[config.mk]
export PLATFORM = sky130hd
export DESIGN_NAME = uart_baud_gen
export DESIGN_NICKNAME = d
export VERILOG_FILES = /design/src/rtl/uart_baud_gen.sv
export SDC_FILE = /design/constraint.sdc
export NUM_CORES = 1
export LEC_CHECK = 0
export CAP_MARGIN = 25
export CORE_ASPECT_RATIO = 1.25
export CORE_MARGIN = 10
export CORE_UTILIZATION = 35
export DETAILED_ROUTE_END_ITERATION = 6
export GPL_TIMING_DRIVEN = 0
export PLACE_DENSITY = 0.63
export SYNTH_ARGS = -nofsm -noshare
export SYNTH_HDL_FRONTEND = slang
export SYNTH_SLANG_ARGS = --single-unit
[constraint.sdc]
create_clock -name clk_p -period 8.1 [get_ports clk_p]
set_clock_uncertainty 0.1 [all_clocks]
set_input_delay 1.62 -clock clk_p [delete_from_list [all_inputs] [get_ports clk_p]]
set_output_delay 1.62 -clock clk_p [all_outputs]
set_load 0.1 [all_outputs]
[src/rtl/uart_baud_gen.sv]
//------------------------------------------------------------------------------
// uart_baud_gen : fractional UART baud generator (16x oversample and bit ticks)
// Optional fractional divisor enabled by defining BAUD_FRAC_EN.
// Revision: 1.0
//------------------------------------------------------------------------------
`default_nettype none

module uart_baud_gen #(
  parameter logic [15:0] DEF_INT  = 16'd162,
  parameter logic [3:0]  DEF_FRAC = 4'd12
) (
  input  logic        clk_p,
  input  logic        reset_p,
  input  logic        en,
  input  logic [15:0] div_int,
  input  logic [3:0]  div_frac,
  input  logic        div_load,
  output logic        div_ack,
  output logic        tick16,
  output logic        tick_bit,
  output logic [3:0]  tick_phase
);

  // A divisor is carried as one word: {frac, int} or just int.
`ifdef BAUD_FRAC_EN
  localparam int DW = 20;
  localparam logic [DW-1:0] DEF_WORD = {DEF_FRAC, DEF_INT};
  logic [DW-1:0] load_word;
  assign load_word = {div_frac, div_int};
`else
  localparam int DW = 16;
  localparam logic [DW-1:0] DEF_WORD = DEF_INT;
  logic [DW-1:0] load_word;
  logic          unused_frac;
  assign load_word   = div_int;
  assign unused_frac = ^{div_frac, DEF_FRAC};
`endif

  typedef enum logic [0:0] {IDLE = 1'b0, RUN = 1'b1} state_t;

  state_t        state_q, state_d;
  logic [16:0]   cnt_q, cnt_d;
  logic [16:0]   len_q, len_d;
  logic [DW-1:0] act_q, act_d;
  logic [DW-1:0] pend_word_q, pend_word_d;
  logic          pend_q, pend_d;
  logic          tick16_q, tick16_d;
  logic          tick_bit_q, tick_bit_d;
  logic [3:0]    phase_q, phase_d;
  logic          ack_q, ack_d;
  logic          start;
  logic [15:0]   int_eff;
`ifdef BAUD_FRAC_EN
  logic [3:0]    acc_q, acc_d;
  logic [3:0]    acc_base;
  logic [4:0]    frac_sum;
`endif

  always_comb begin
    state_d     = state_q;
    cnt_d       = cnt_q;
    len_d       = len_q;
    act_d       = act_q;
    pend_d      = pend_q;
    pend_word_d = pend_word_q;
    tick16_d    = 1'b0;
    tick_bit_d  = 1'b0;
    phase_d     = phase_q;
    ack_d       = 1'b0;
    start       = 1'b0;
`ifdef BAUD_FRAC_EN
    acc_d       = acc_q;
    acc_base    = (state_q == RUN) ? acc_q : 4'd0;
`endif

    case (state_q)
      IDLE: begin
        cnt_d   = '0;
        phase_d = 4'd0;
`ifdef BAUD_FRAC_EN
        acc_d   = 4'd0;
`endif
        if (div_load) begin
          act_d = load_word;
          ack_d = 1'b1;
        end
        if (en) begin
          state_d = RUN;
          cnt_d   = 17'd1;
          start   = 1'b1;
        end
      end
      RUN: begin
        if (!en) begin
          // Leaving RUN wins over any coincident boundary.
          state_d = IDLE;
          cnt_d   = '0;
          phase_d = 4'd0;
          pend_d  = 1'b0;
`ifdef BAUD_FRAC_EN
          acc_d   = 4'd0;
`endif
          if (div_load) begin
            act_d = load_word;
            ack_d = 1'b1;
          end else if (pend_q) begin
            act_d = pend_word_q;
            ack_d = 1'b1;
          end
        end else begin
          if (cnt_q == len_q) begin
            tick16_d   = 1'b1;
            tick_bit_d = (phase_q == 4'd15);
            phase_d    = phase_q + 4'd1;
            cnt_d      = 17'd1;
            start      = 1'b1;
            if (pend_q) begin
              act_d  = pend_word_q;
              ack_d  = 1'b1;
              pend_d = 1'b0;
            end
          end else begin
            cnt_d = cnt_q + 17'd1;
          end
          // A load on a boundary edge waits for the following boundary.
          if (div_load) begin
            pend_d      = 1'b1;
            pend_word_d = load_word;
          end
        end
      end
      default: state_d = IDLE;
    endcase

    int_eff = (act_d[15:0] < 16'd2) ? 16'd2 : act_d[15:0];
`ifdef BAUD_FRAC_EN
    frac_sum = {1'b0, acc_base} + {1'b0, act_d[19:16]};
    if (start) begin
      acc_d = frac_sum[3:0];
      len_d = {1'b0, int_eff} + {16'd0, frac_sum[4]};
    end
`else
    if (start) begin
      len_d = {1'b0, int_eff};
    end
`endif
  end

  always_ff @(posedge clk_p) begin
    if (reset_p) begin
      state_q     <= IDLE;
      cnt_q       <= '0;
      len_q       <= '0;
      act_q       <= DEF_WORD;
      pend_q      <= 1'b0;
      pend_word_q <= '0;
      tick16_q    <= 1'b0;
      tick_bit_q  <= 1'b0;
      phase_q     <= 4'd0;
      ack_q       <= 1'b0;
`ifdef BAUD_FRAC_EN
      acc_q       <= 4'd0;
`endif
    end else begin
      state_q     <= state_d;
      cnt_q       <= cnt_d;
      len_q       <= len_d;
      act_q       <= act_d;
      pend_q      <= pend_d;
      pend_word_q <= pend_word_d;
      tick16_q    <= tick16_d;
      tick_bit_q  <= tick_bit_d;
      phase_q     <= phase_d;
      ack_q       <= ack_d;
`ifdef BAUD_FRAC_EN
      acc_q       <= acc_d;
`endif
    end
  end

  assign div_ack    = ack_q;
  assign tick16     = tick16_q;
  assign tick_bit   = tick_bit_q;
  assign tick_phase = phase_q;

endmodule

`default_nettype wire
# Word-level counts from Yosys, hierarchy flattened
# Cells that the tools add are included.
# op_classes
bitwise_logic,3
mux,27
n_addsub,2
n_eq_ne,4
magnitude_cmp,1
n_reduce_logical,4
# op_table
cell,n
two-way mux 16 bit,6
two-way mux 17 bit,2
one-hot mux 17 bit (2 select lines),1
one-hot mux 16 bit (2 select lines),1
adder 17 x 1 -> 17 bit (second input constant),1
== test 17 x 16 -> 1 bit,1
< comparator 16 x 2 -> 1 bit (second input constant),1
two-way mux 1 bit,12
two-way mux 4 bit,2
one-hot mux 4 bit (2 select lines),1
adder 4 x 1 -> 4 bit (second input constant),1
== test 4 bit (second input constant),1
one-hot mux 1 bit (2 select lines),2
OR reduction 4 bit,1
!= test 3 x 1 -> 1 bit (second input constant),1
!= test 3 x 2 -> 1 bit (second input constant),1
NOT 1 bit,3
AND reduction 3 bit,1
AND reduction 2 bit,1
OR reduction 2 bit,1
# word_totals
reg_bits,74
output_inout_bits,7

# Logic depth before layout (Yosys ltp)
# logic_depth
ltp_word,6
mapped_depth,11

# Least setup slack after synthesis
# OpenSTA, ideal clock, no wires.
# synth_timing
kind,in2reg
start,in en
end,reg len_q[0]
path_stages,8
arrival_ns,3.384
setup_slack_ns,4.491
setup_time_ns,0.125
path_cell_list,inv_1 -> nor2_1 -> clkbuf_1 -> buf_2 -> a21oi_1 -> or4_4 -> nor4_2 -> o21ai_1
# synth_between
elab_chain_cells,4
# synth_rtl
element,line,text
from (decl),14,"input logic en,"
two-way mux 16 bit,94,if (!en) begin
one-hot mux 16 bit (2 select lines),76,case (state_q)
< comparator 16 x 2 -> 1 bit,135,int_eff = (act_d[15:0] < 16'd2) ? 16'd2 : act_d[15:0];
two-way mux 16 bit,135,
to (signal assigned),167,len_q <= len_d;
to (decl),43,"logic [16:0] len_q, len_d;"
# Parallel ways exist; a longest one is shown, timed or not.
# A chain may end at the register's enable or synchronous reset.

# Worst setup path in the final report
# Same ends and word-level chain as after synthesis.

==> results_dict.tcl <==
set metrics [dict create \
    critPathSlowestCell "or4_4" \
    sw_frac_of_total 0.257 \
    postCtsSetupRepairBufs 0 \
    wirelength_mm 9.98 \
    routedWlPerCell_um 15.9 \
    p_per_area_mw_per_mm2 216 \
    clock_sinks 74 \
    initial_core_util 0.361 \
    ys_types 47 \
    synth-seq-area-share 0.405 \
    dr_wl_met2_mm 5.03 \
    grt.total_usage 0.133 \
    pin_count 31 \
    p_clk_frac 0.462 \
    p_int_mw 0.704 \
    status "complete, no violations" \
    clk_latency_ns 0.34 \
    dpl.cell_count 610 \
    regArea_sq_mm 0.00148 \
    startpoint_type "input pin" \
    cts_root_buffer "clkbuf_16" \
    row_count 41 \
    whs_path_depth 2 \
    hold_path_class "reg -> reg" \
    max_stage_delay_ns 0.57 \
    hpwlAfterDp_mm 7.33 \
    p_leak_nw 1.67 \
    cts_tree "yes" \
    met1Wirelength_mm 4.29 \
    finalPower_mw 0.947 \
    gp_congestion 0.876 \
    grt_pass1_wl_mm 16.5 \
    irDropWorstVdd_mv 0.106 \
    ff2ff_setup_slack_ns 5.00 \
    crit_type "in -> reg" \
    async_reset_ff_frac 0 \
    cp.arrival_ns 4.50 \
    syn-cell-area_sq_mm 0.00366 \
    cts.clk_slew.worst_paths_ns 0.06 \
    die_h_um 134 \
    tightestPinTransition_ns 0.973 \
    endpoint_kind "flop" \
    drv_slew 0 \
    setup_viol 0 \
    crit_family "buffers and inverters" \
    cp_num_cells 9 \
    core_sq_mm 0.0102 \
    initialDrtViolationCount 127 \
    fin_tns_setup_ns 0 \
    maxUsedRoutingLayer "met4" \
    met3WireLength_um 279 \
    p_sw_mw 0.244 \
    multi_input_area_sq_mm 0.00203 \
    io_buffers 24 \
    synth-edff-count 0 \
    combPwrFrac 0.127 \
    antenna_found_initial 0 \
    synthCells 457 \
    max_freq_mhz 228 \
    r2r_cells 7 \
    ys_warn_count 0 \
    avgSynthCellArea_sq_um 8.01 \
    synth.top_cell.area_share 0.405 \
    holdWs_ns 0.354 \
    synth_fp_nets 483 \
    first_global_vias 3362 \
    instances_no_fill 626 \
    diodes 0 \
    layout.nets 518 \
    viasPerCell 5.31 \
    mostFrequentLayoutCell "nand2_1" \
    grt_max_degree 14 \
    crit_buf_inv 4 \
    seq_power_share 0.411 \
    cts_resized 0 \
    htreeDepth 3 \
    drive_above_1_share 0.0785 \
    relSlewSlack 0.349 \
    overflow 0 \
    fin_crit_ns 4.38 \
    yosysTopAreaCell "dfxtp_1" \
    dr.pass1.iters 5 \
    numCtsBuffers 9 \
    die_area_sq_mm 0.0150 \
    rsz0062_at_grt "no" \
    critPathRequiredTime_ns 8.22 \
    num-fill-cells 1041 \
    hold_buffers 0 \
    path_cells "clkdlybuf4s50_1 -> inv_1 -> nor2_1 -> clkbuf_1 -> buf_2 -> a21oi_1 -> or4_4 -> nor4_2 -> o21ai_1" \
    synth_ff_type "dfxtp_1" \
    num_vias 3321 \
    hold_violations 0 \
    area_growth_pct 19.9 \
    ant_nets 0 \
    clk_path_buf_depth 2 \
    max_cap_violations 0 \
    final_cell_mix "80 x nand2_1, 74 x dfxtp_1, 53 x a21oi_1" \
    path_max_fanout 10 \
    die_w_um 111 \
    synthTopCellsByArea "dfxtp_1 40%, nand2_1 8.2%, a21oi_1 7.2%, xor2_1 6.5%, nor2_1 4.8%" \
    drc_errors 0 \
    ys_seq_elements 74 \
    post-route-period-util 0.540 \
]
[metal layers]
layer,up-vias,global-route usage
li1,1647,-
met1,1562,0.143
met2,84,0.232
met3,28,0.0183
met4,0,0.104
met5,-,0
[power groups by stage]
stage / Combinational (mW) / Sequential (mW) / Clock [mW]
after CTS: 0.119 / 0.389 / 0.443
after global routing: 0.132 / 0.391 / 0.459
after floorplan: 0.0788 / 0.397 / 0
after global placement: 0.116 / 0.397 / 0
after detailed placement: 0.118 / 0.397 / 0
final: 0.120 / 0.390 / 0.437
[cell families (layout without fill, tap and decap cells)]
| logic type | Yosys count | in the layout | share of synthesized area |
|---|---|---|---|
| buffers and inverters | 34 | 74 | 0.0413 |
| XOR/XNOR | 33 | 33 | 0.0789 |
| flip-flops | 74 | 74 | 0.405 |
| multiplexers | 21 | 21 | 0.0594 |
| adder cells (fa/ha/maj) | 2 | 2 | 0.00683 |
| AND/OR/NAND/NOR | 199 | 199 | 0.255 |
| AO/OA/AOI/OAI | 94 | 94 | 0.154 |
[registers in the layout, indices dropped and copies added (netlist names)]
name	flops
div_ack	1
tick_bit	1
act_q	16
pend_q	1
len_q	16
tick_phase	4
cnt_q	17
state_q	1
tick16	1
pend_word_q	16
[metrics by stage]
stage                util  cell area, sq um  setup WS (ns)
floorplan               -              3660           4.49
global placement    0.400              4060           3.44
detailed placement  0.400              4060           3.42
CTS                 0.432              4390           3.76
global route        0.432              4390           3.54
finish              0.432              4390           3.72
[path summary, 6_finish.rpt]
check                      start         endpoint
setup / recovery              en         len_q[0]
hold / removal    pend_word_q[8]   pend_word_q[8]
setup reg to reg         state_q  pend_word_q[11]
hold reg to reg   pend_word_q[8]   pend_word_q[8]
[tightest hold or removal path, stage by stage, from the launching register on]
cell	delay, ns
dfxtp_1	0.31
nand2_1	0.05
a21oi_1	0.05
[cell usage after synthesis (all sizes together) (2+ instances only)]
cell    count
o21ai      10
inv         6
xnor2       6
ha          2
or4         3
nand3      24
nor4        4
and2        5
mux2i      15
nand4       5
a21oi      53
buf         5
a311oi      2
xor2       27
dfxtp      74
nor3       10
mux2        6
or2         4
clkbuf     23
a211oi     16
nor2b       9
nand2      80
a31oi       3
a22o        2
and3        2
and4        2
nor2       47
[layout make-up]
class,count,share of cell area
plain buffers,28,0.0293
well taps,129,0.0368
clock inverters,6,0.0202
flip-flops and latches,74,0.337
inverters,6,0.00513
repair buffers,24,0.0547
multi-input cells,349,0.462
clock buffers,10,0.0544
Power figures use the tool's default switching activity.
